$ cat src/rtl/multicycle_ctrl_irq.sv
// Multi-cycle CPU control FSM with a vectored, maskable, fixed-priority interrupt controller.
// Optional bus wait-state timeout is enabled by defining CTRL_BUS_TIMEOUT_EN.
module multicycle_ctrl_irq #(
    parameter int NUM_IRQ     = 4,
    parameter int VEC_W       = (NUM_IRQ > 1) ? $clog2(NUM_IRQ) : 1,
    parameter int TIMEOUT_CYC = 15
) (
    input  logic               clk,
    input  logic               rst,
    input  logic [6:0]         op_i,
    input  logic [2:0]         func_i,
    input  logic               inst_ack_i,
    input  logic               data_ack_i,
    input  logic               port_ack_i,
    input  logic [NUM_IRQ-1:0] irq_i,
    input  logic [NUM_IRQ-1:0] irq_mask_i,
    output logic               stb_o,
    output logic               cyc_o,
    output logic               pcen_o,
    output logic               data_stb_o,
    output logic               data_cyc_o,
    output logic               data_we_o,
    output logic               port_we_o,
    output logic               alu_en_o,
    output logic [3:0]         alu_op_o,
    output logic               regwrt_o,
    output logic               int_ack_o,
    output logic [VEC_W-1:0]   int_vec_o,
    output logic               ie_o,
    output logic               sleep_o,
    output logic               bus_err_o,
    output logic [2:0]         dbg_state
);

    localparam logic [2:0] S_FETCH  = 3'd0;
    localparam logic [2:0] S_DECODE = 3'd1;
    localparam logic [2:0] S_EXEC   = 3'd2;
    localparam logic [2:0] S_MEM    = 3'd3;
    localparam logic [2:0] S_WB     = 3'd4;
    localparam logic [2:0] S_INT    = 3'd5;
    localparam logic [2:0] S_SLEEP  = 3'd6;
    localparam logic [2:0] S_ERR    = 3'd7;

    logic [2:0]         state, state_next;
    logic               ie;
    logic [NUM_IRQ-1:0] pend, pend_clr, req;
    logic [VEC_W-1:0]   vec;
    logic is_alu_imm, is_alu_reg, is_shift, is_mem, is_misc, is_ctrl;
    logic is_reti, is_wait, is_ld, is_st, is_in, is_out;
    logic bus_ack, take_int, timed_out;

    assign is_alu_imm = ~op_i[6];
    assign is_alu_reg = (op_i[6:3] == 4'b1110);
    assign is_shift   = (op_i[6:4] == 3'b110);
    assign is_mem     = (op_i[6:5] == 2'b10);
    assign is_misc    = (op_i == 7'b1111110);
    // jump, branch, misc and the unassigned 1111111 all just return to fetch
    assign is_ctrl    = (op_i[6:3] == 4'b1111);
    assign is_reti    = is_misc & (func_i == 3'b001);
    assign is_wait    = is_misc & (func_i == 3'b100);
    assign is_ld      = is_mem & (func_i[2:1] == 2'b00);
    assign is_st      = is_mem & (func_i[2:1] == 2'b01);
    assign is_in      = is_mem & (func_i[2:1] == 2'b10);
    assign is_out     = is_mem & (func_i[2:1] == 2'b11);

    assign req      = pend & irq_mask_i;
    assign take_int = ie & (|req);

    always_comb begin
        bus_ack = 1'b0;
        if (state == S_FETCH)
            bus_ack = inst_ack_i;
        else if (state == S_MEM)
            bus_ack = (is_ld | is_st) ? data_ack_i : port_ack_i;
    end

    // Lowest index wins: scan downwards so the last hit is the smallest line.
    always_comb begin
        vec = '0;
        for (int i = NUM_IRQ - 1; i >= 0; i--)
            if (req[i]) vec = VEC_W'(i);
    end

    assign pend_clr = (state == S_INT && (|req)) ? (NUM_IRQ'(1) << vec) : '0;

`ifdef CTRL_BUS_TIMEOUT_EN
    logic [7:0] wait_cnt;

    assign timed_out = ((state == S_FETCH) || (state == S_MEM)) && !bus_ack
                       && (wait_cnt == 8'(TIMEOUT_CYC - 1));

    always_ff @(posedge clk or posedge rst) begin
        if (rst)
            wait_cnt <= 8'd0;
        else if (bus_ack || (state_next != state))
            wait_cnt <= 8'd0;
        else if ((state == S_FETCH) || (state == S_MEM))
            wait_cnt <= wait_cnt + 8'd1;
    end

    assign bus_err_o = (state == S_ERR);
`else
    logic unused_cfg;
    assign unused_cfg = |8'(TIMEOUT_CYC);
    assign timed_out  = 1'b0;
    assign bus_err_o  = 1'b0;
`endif

    always_comb begin
        state_next = state;
        case (state)
            S_FETCH:  if (bus_ack) state_next = S_DECODE;
                      else if (timed_out) state_next = S_ERR;
            S_DECODE: if (is_wait) state_next = S_SLEEP;
                      else if (is_reti) state_next = S_FETCH;
                      else if (is_ctrl) state_next = take_int ? S_INT : S_FETCH;
                      else state_next = S_EXEC;
            S_EXEC:   state_next = is_mem ? S_MEM : S_WB;
            S_MEM:    if (bus_ack) state_next = (is_ld | is_in) ? S_WB : (take_int ? S_INT : S_FETCH);
                      else if (timed_out) state_next = S_ERR;
            S_WB:     state_next = take_int ? S_INT : S_FETCH;
            S_INT:    state_next = S_FETCH;
            S_SLEEP:  if (|req) state_next = ie ? S_INT : S_FETCH;
            S_ERR:    state_next = S_ERR;
            default:  state_next = S_FETCH;
        endcase
    end

    always_ff @(posedge clk or posedge rst) begin
        if (rst) begin
            state <= S_FETCH;
            ie    <= 1'b1;
            pend  <= '0;
        end else begin
            state <= state_next;
            if (state == S_DECODE && is_reti)
                ie <= 1'b1;
            else if (state == S_INT)
                ie <= 1'b0;
            // a re-request arriving in the service cycle survives the clear
            pend <= (pend & ~pend_clr) | irq_i;
        end
    end

    always_comb begin
        alu_op_o = 4'b0000;
        if (state == S_DECODE || state == S_EXEC || state == S_WB) begin
            if (is_alu_imm || is_alu_reg) begin
                if (func_i != 3'b011 && func_i != 3'b100)
                    alu_op_o = {1'b0, func_i};
            end else if (is_shift) begin
                alu_op_o = {2'b10, func_i[1:0]};
            end
        end
    end

    assign stb_o      = (state == S_FETCH);
    assign cyc_o      = (state == S_FETCH);
    assign pcen_o     = (state == S_FETCH);
    assign data_stb_o = (state == S_MEM) && (is_ld || is_st);
    assign data_cyc_o = (state == S_MEM) && (is_ld || is_st);
    assign data_we_o  = (state == S_MEM) && is_st;
    assign port_we_o  = (state == S_MEM) && is_out;
    assign alu_en_o   = (state == S_EXEC) && !is_mem;
    assign regwrt_o   = (state == S_WB);
    assign int_ack_o  = (state == S_INT);
    assign int_vec_o  = (state == S_INT) ? vec : '0;
    assign ie_o       = ie;
    assign sleep_o    = (state == S_SLEEP);
    assign dbg_state  = state;

endmodule

$ cat config.mk
export PLATFORM = sky130hd
export DESIGN_NAME = multicycle_ctrl_irq
export DESIGN_NICKNAME = d
export VERILOG_FILES = /design/src/rtl/multicycle_ctrl_irq.sv
export SDC_FILE = /design/constraint.sdc
export NUM_CORES = 1
export LEC_CHECK = 0
export CORE_MARGIN = 5
export CORE_UTILIZATION = 34
export DETAILED_ROUTE_END_ITERATION = 7
export GPL_TIMING_DRIVEN = 0
export PLACE_DENSITY = 0.86
export SLEW_MARGIN = 20
export SYNTH_ARGS = -nofsm -noshare
export SYNTH_HDL_FRONTEND = slang
export SYNTH_SLANG_ARGS = --single-unit
$ cat constraint.sdc
create_clock -name clk -period 2.05 [get_ports clk]
set_clock_uncertainty 0.2 [all_clocks]
set_input_delay 0.615 -clock clk [delete_from_list [all_inputs] [get_ports clk]]
set_output_delay 0.615 -clock clk [all_outputs]
set_load 0.005 [all_outputs]
### After elaboration in Yosys (flattened, before gate mapping)

Cells that the tools add are included.
Widths: inputs -> output; s select.

* register bits after elaboration: 8
* input bits: 23
* output and inout bits: 22
* logic and storage cells: 83

* eq/ne operators: 22
* shift operators: 1
* muxes and demuxes: 26
* bitwise gates (word level): 14
* reduce and logical (&&, ||, !) cells: 17

Operator list (number)
* $mux 3: 11
* $pmux 3 s8: 1
* $eq 3x3->1 const B: 6
* $mux 4: 4
* $mux 2: 5
* $and 4x4->4: 2
* $eq 4x4->1 const B: 2
* $and 1x1->1: 7
* $eq 7x7->1 const B: 1
* $logic_and 1x1->1: 7
* $eq 2x2->1 const B: 3
* $eq 3x1->1 const B: 2
* $eq 3x2->1 const B: 2
* $mux 1: 5
* $logic_or 1x1->1: 4
* $ne 2x1->1 const B: 2
* $not 4->4: 1
* $or 4x4->4: 1
* $reduce_or 4->1: 1
* $shl 1x2->4 const A: 1
* $logic_not 3->1: 1
* $ne 3x2->1 const B: 1
* $ne 3x3->1 const B: 1
* $reduce_and 3->1: 1
* other kinds (7): 8

### Longest topological paths before layout

Gate-level depths: netlist of the first run.

* word-level depth: 10
* depth in mapped cells: 6
* depth with buffers taken out: 5

### Worst setup path after synthesis of the first run

No wires, ideal clock.

* path kind: in2out
* from: input func_i[0]
* to: output alu_op_o[0]
* data arrival time: 1.350 ns
* data required time: 1.235 ns
* path slack: -0.115 ns
* cell stages on the path: 4
* buffers on the path: 0
* path through: nor2b_1 a221o_1 a21oi_1 and2_1

* longest elaborated chain between the ends: 5
* elaborated cells on any way between the ends: 7
* classes of those cells: eq/ne (2); mux (4); reduce/logical (1)

Ends and longest elaborated chain
* from (decl): line 11 `input logic [2:0] func_i,`
* $ne 3x2->1 / $ne 3x3->1 (equally long branches): line 149 `if (func_i != 3'b011 && func_i != 3'b100)`
* $logic_and 1x1->1: line 149
* $mux 3: line 149
* $mux 4 (*): line 148 `if (is_alu_imm || is_alu_reg) begin`
* $mux 4 (*): line 147 `if (state == S_DECODE || state == S_EXEC || state == S_WB) begin`
* to (decl): line 25 `output logic [3:0] alu_op_o,`

Mark *: on every way between the ends. The rest lies on a longest branch, timed or not.

### Worst setup path in the final report of the first run

* from: register state[2] (netlist: dbg_state[2])
* to: output data_we_o

* longest elaborated chain between the ends: 2

Ends and longest elaborated chain
* from (decl): line 44 `logic [2:0] state, state_next;`
* from (signal assigned): line 135 `state <= state_next;`
* $eq 3x2->1: line 162 `assign data_we_o = (state == S_MEM) && is_st;`
* $logic_and 1x1->1: line 162
* to (decl): line 22 `output logic data_we_o,`

No other way between the ends.

==> out/qor.yml, run 1 <==
status:
  status: "finished, violations left"
  violations: "negative setup slack"
power_and_ir_drop:
  p_switching_uw: 624
  total_leakage_power_uw: 0.000758
  pwr-share-clk_pct: 7.8
  power-per-cell-area_nw_per_um2: 1040
  seqPwrFrac_pct: 13.7
  p_sw_share_pct: 36.5
  ir_drop_v: 0.000987
  p_int_uw: 1090
  p_comb_share_pct: 78.5
placement:
  gp_congestion: 0.888
  port_buffers: 43
  placed_cell_area_sq_um: 1270
  hpwlAfterDp_um: 1980
synthesis:
  avgSynthCellArea_sq_um: 7.95
  syn_inst: 100
  ys_warn_count: 0
  syn_nets: 123
  synth-edff-count: 0
  seq_area_frac_synth_pct: 25.4
  ys.flop_type: "dfrtp_1"
  async_flop_share_pct: 100
  syn_area_sq_um: 795
  synth_cell_types: 43
  synth-seq-cells: 8
setup_path:
  cp_data_required_time_ns: 1.23
  endpoint_kind: "output pin"
  cp.arrival_ns: 1.63
  criticalPathCategory: "reg2out"
  reg2reg_from: "dbg_state[2]"
  worstSetupStartpointType: "flip-flop"
  crit_fanout: 4
  r2r-end: "dbg_state[0]"
  crit_end: "data_we_o"
  r2r_cells: 5
  reg2reg_slack_ns: 0.04
  crit_path_start: "dbg_state[2]"
drt:
  vias: 1114
  drc_errors: 0
  ant_nets: 0
  drtIter0Drc: 27
  vias_per_cell: 5.41
  routed_wire_length_per_instance_um: 15.8
  wl_um: 3260
  dr.pass1.iters: 4
die:
  io_pins: 45
  start_util_pct: 35.9
  rows: 17
  die_width_um: 58.3
  die_area_sq_um: 3400
  die_y_um: 58.3
  core_area_sq_um: 2210
global_routing:
  grt_pass1_vias: 1102
  grt_overflow: 0
  grt_antenna_before_repair: 0
  grt_use_total_pct: 17.5
  grt_max_degree: 11
  grt_pass1_wl_um: 4730
clocking:
  h-tree-depth: 1
  clock_tree.root_cell: "clkbuf_4"
  tritoncts: "yes"
  insertion_delay_ns: 0.26
  clk_pin_slew_ns: 0.06
  clockBufferDepth: 2
  cts.sinks: 8
  numCtsBuffers: 3
sta:
  setup_viol: 18
  max_freq_ghz: 0.408
  fin_crit_ns: 2.45
  hold_viol_final: 0
  finalMaxSlewViolations: 0
  rsz0062_at_grt: "yes"
  min_period_over_period_pct: 119
  setup_slack_ns: -0.399
finish:
  multiInputGateArea_sq_um: 653
  final_util_pct: 74.2
  final_nets: 202
  nFillCells: 168
  drive_above_1_share_pct: 53.4
  seqCellArea_sq_um: 203
  final_area_sq_um: 1640
  syn_to_final_growth_pct: 107
  diodes: 0
min_path:
  min_path_type: "reg2reg"
run:
  cap_violations: 0
==> state kept, by name, summed over array words and instances (netlist names) <==
name and count:
pend 4, dbg_state 3, ie_o 1
==> critical path, cell delays in order (launching register included) <==
cell and delay (ns):
dfrtp_1 0.42, buf_4 0.16, and3b_2 0.28, nand2b_4 0.08, nor2_4 0.10, and2_1 0.13, clkdlybuf4s15_2 0.20
==> per-layer routing <==
metal  track usage [%]  up-vias  wire length (um)
li1                  -      527                 -
met1              18.7      526              1210
met2              32.7       55              1730
met3              2.85        6               264
met4              8.94        0                63
met5                 0        -                 0
==> cell usage in the layout, fill, tap and decap left out, drive strengths merged, types with 4 or more instances in the layout <==
master / instances
a21o: 5
buf: 58
clkbuf: 5
clkdlybuf4s15: 6
clkdlybuf4s50: 12
dfrtp: 7
dlygate4sd2: 4
nand2: 13
nand3b: 4
nor2: 10
==> Yosys cell counts, types with 2 or more instances <==
cell,count,area [sq um]
nand3_1,2,10.0
nand3b_1,4,30.0
nand2_1,13,48.8
o21ai_0,2,10.0
o21a_1,2,15.0
nand2b_1,2,12.5
a22o_1,2,17.5
nor4b_2,2,30.0
a21oi_1,3,15.0
nor3_1,3,15.0
a311oi_1,2,17.5
a21o_1,5,37.5
dfrtp_1,7,175
and2_1,3,18.8
buf_4,4,30.0
and3b_2,2,20.0
nor3b_1,2,15.0
a22oi_1,2,15.0
nor2_1,10,37.5
nor2b_1,2,12.5
inv_1,2,7.51
buf_2,3,15.0
==> power groups by stage <==
stage / logic [uW] / registers (uW) / clock network, uW
after floorplan: 410 / 227 / 0
after global placement: 752 / 228 / 0
after detailed placement: 761 / 232 / 0
after CTS: 1090 / 228 / 139
after global routing: 1420 / 238 / 142
final: 1340 / 234 / 133
==> area by class of cell <==
cell class / count / area share (%)
buffer: 6 / 3.66
clock buffer: 4 / 1.60
inverter: 3 / 0.991
multi-input combinational: 82 / 39.8
sequential: 8 / 12.3
tap: 28 / 2.13
timing repair buffer: 75 / 39.5
==> cells by family (layout without fill, tap and decap cells) <==
family / Yosys count / after routing / share of synthesized area, %
AO/OA/AOI/OAI: 26 / 26 / 23.8
other: 1 / 1 / 0.472
buffers and inverters: 10 / 88 / 7.09
XOR/XNOR: 1 / 1 / 1.10
flip-flops: 8 / 8 / 25.4
AND/OR/NAND/NOR: 54 / 54 / 42.2
==> worst min-delay path by stage <==
| stage | from | slack, ns | cells past startpoint | end |
|---|---|---|---|---|
| 2_1_floorplan | rst | 0.23 | 1 | dbg_state[0] |
| 3_3_place_gp | pend[2] | 0.32 | 1 | pend[2] |
| 3_5_place_dp | pend[2] | 0.33 | 1 | pend[2] |
| 4_1_cts | pend[0] | 0.36 | 1 | pend[0] |
| 5_1_grt | pend[2] | 0.39 | 1 | pend[2] |
| 6_report | pend[0] | 0.35 | 1 | pend[0] |
==> metrics by stage <==
step | hold WS (ns) | instances | setup TNS [ns] | setup WS, ns | total power, uW
floorplan | 0.230 | 100 | -0.216 | -0.0989 | 638
global placement | 0.317 | 171 | -13.93 | -1.19 | 981
detailed placement | 0.332 | 171 | -14.38 | -1.22 | 992
CTS | 0.358 | 200 | -4.11 | -0.375 | 1460
global route | 0.386 | 206 | -5.13 | -0.467 | 1800
finish | 0.353 | 206 | -4.21 | -0.399 | 1710
==> timing repair <==
| item | 4_1_cts | 5_1_grt |
|---|---|---|
| setup endpoints to repair | 21 | 21 |
| setup buffers | 26 | 14 |
| gates resized for setup | 132 | 25 |
| hold buffers | 0 | 0 |
| cloned | 0 | 0 |
| pin swaps | 13 | 10 |
Note: power is estimated with default switching activity, not from simulation.
==> run 2, diff against run 1 <==
- CORE_UTILIZATION: 34 -> 38
- PLACE_DENSITY: 0.86 -> 0.91
- clock period: 2.05 -> 2.3 ns (I/O delays scaled with it)
==> out/qor.yml, run 2 (same netlist as run 1, synthesis figures left out) <==
die:
  die_area_sq_um: 3110
  die_y_um: 55.7
  die_width_um: 55.7
  core_area_sq_um: 1980
  start_util_pct: 40.1
  io_pins: 45
  rows: 16
drt:
  vias: 1226
  dr.pass1.iters: 4
  drc_errors: 0
  wl_um: 3920
  ant_nets: 0
  routed_wire_length_per_instance_um: 18.3
  vias_per_cell: 5.73
  drtIter0Drc: 28
finish:
  drive_above_1_share_pct: 56.7
  syn_to_final_growth_pct: 117
  finalNonFillerCells: 214
  top_register: "pend"
  final_cell_mix: "buf_4 (31), buf_6 (24), buf_2 (14)"
  final_area_sq_um: 1720
  diodes: 0
  mostFrequentLayoutCell: "buf_4"
  final_nets: 211
  largest_reg_flops: 4
setup_path:
  reg2reg_slack_ns: 0.02
  endpoint_kind: "output pin"
  cp.arrival_ns: 1.77
  cpMostUsedCell: "buf_6"
  r2r_cells: 8
  path_cells: "buf_6, nand3b_1, a221o_1, a21oi_2, buf_4, and2_4, buf_6"
  crit_buf_inv: 3
  criticalPathCategory: "in2out"
  reg2reg_from: "dbg_state[1]"
  r2r-end: "dbg_state[0]"
  cp_data_required_time_ns: 1.41
  cp_slowest_cell: "a221o_1"
  crit_path_start: "op_i[3]"
  worstSetupStartpointType: "input pin"
  crit_cells: 7
  cpLargestDelayFamily: "compound AO/OA/AOI/OAI gates"
  crit_fanout: 2
  cpPeakStageDelay_ns: 0.33
  crit_end: "alu_op_o[0]"
placement:
  gp_congestion: 0.890
  port_buffers: 43
  hpwlAfterDp_um: 1920
  pre_cts_ws_ns: -1.12
  placed_cell_area_sq_um: 1260
  post-place-cells: 170
global_routing:
  grt_overflow: 0
  grt_antenna_before_repair: 0
  grt_use_total_pct: 22.6
  grt_pass1_vias: 1225
  grt_max_degree: 11
  grt_pass1_wl_um: 5500
clocking:
  clockBufferDepth: 2
  clk_pin_slew_ns: 0.06
  tritoncts: "yes"
  insertion_delay_ns: 0.27
  cts.sinks: 8
  numCtsBuffers: 3
  h-tree-depth: 1
  clock_tree.root_cell: "clkbuf_4"
power_and_ir_drop:
  ir_drop_v: 0.000782
  power-per-cell-area_nw_per_um2: 867
  total_leakage_power_uw: 0.000814
sta:
  setup_slack_ns: -0.355
  finalMaxSlewViolations: 0
  min_period_over_period_pct: 115
  max_freq_ghz: 0.377
  rsz0062_at_grt: "yes"
  setup_viol: 16
  fin_crit_ns: 2.66
  hold_viol_final: 0
status:
  status: "finished, violations left"
  violations: "negative setup slack"
min_path:
  min_path_type: "reg2reg"
run:
  cap_violations: 0
-- run 2: cell count changes in the layout (fill, tap and decap cells not counted), moves of 3 or more --
cell             before  now
buf_4                24   31
buf_6                21   24
clkdlybuf4s15_2       5    0
dlygate4sd2_1         4    0
-- run 2: final cells by class --
cell class / instances / area [sq um]
Timing Repair Buffer: 83 / 734
Multi-Input combinational cell: 82 / 649
Fill cell: 97 / 259
Sequential cell: 8 / 204
Buffer: 7 / 63.8
Tap cell: 27 / 33.8
Clock buffer: 4 / 26.3
Inverter: 3 / 11.3
-- run 2: routing by layer --
metal	wire length (um)	GRT usage [%]	vias to the layer above	share of wire (%)
met1	1200	18.8	563	31
met5	0	0	-	0
met3	325	5.57	36	8.3
met4	339	19.8	0	8.7
li1	-	-	540	-
met2	2050	43.2	87	52
-- run 2: per-stage QoR --
step                      util [%]  power [uW]  TNS (ns)  hold WS, ns
after floorplan                  -         563         0        0.295
after detailed placement      63.5         878    -11.54        0.324
final                         86.9        1490     -2.43        0.339
after CTS                     79.7        1220    -0.954        0.337
after global placement        63.5         867    -11.15        0.316
after global routing          86.9        1560     -3.29        0.358
-- run 2: worst reg2reg max path, stage by stage, from the launching register on --
cell and delay [ns]:
dfrtp_2 0.44, buf_6 0.13, buf_6 0.10, buf_6 0.11
buf_4 0.13, and3b_2 0.21, and3_1 0.25, a311oi_1 0.40
a311oi_1 0.17
-- run 2: where the power goes --
group          internal, uW  total [uW]  switching, uW
clock                  67.0         124           57.1
combinational           693        1160            465
sequential              173         212           38.7
-- run 2: worst min-delay path by stage --
stage               slack [ns]  startpoint  cells past startpoint      endpoint
floorplan                 0.30         rst                      1  dbg_state[0]
global placement          0.32     pend[2]                      1       pend[2]
detailed placement        0.32     pend[0]                      1       pend[0]
CTS                       0.34     pend[0]                      1       pend[0]
global route              0.36     pend[0]                      1       pend[0]
finish                    0.34     pend[0]                      1       pend[0]
-- run 2: what timing repair did --
| action | CTS | global route |
|---|---|---|
| resized for setup | 138 | 34 |
| buffers inserted | 28 | 18 |
| pin swaps | 12 | 8 |
| hold buffers | 0 | 0 |
| endpoints found under the setup margin | 19 | 16 |
==> run 3, diff against run 2 <==
- CTS_CLUSTER_DIAMETER: unset -> 50
==> results of run 3 <==
Same layout as run 2: the final DEF is identical, and so are final timing and power.
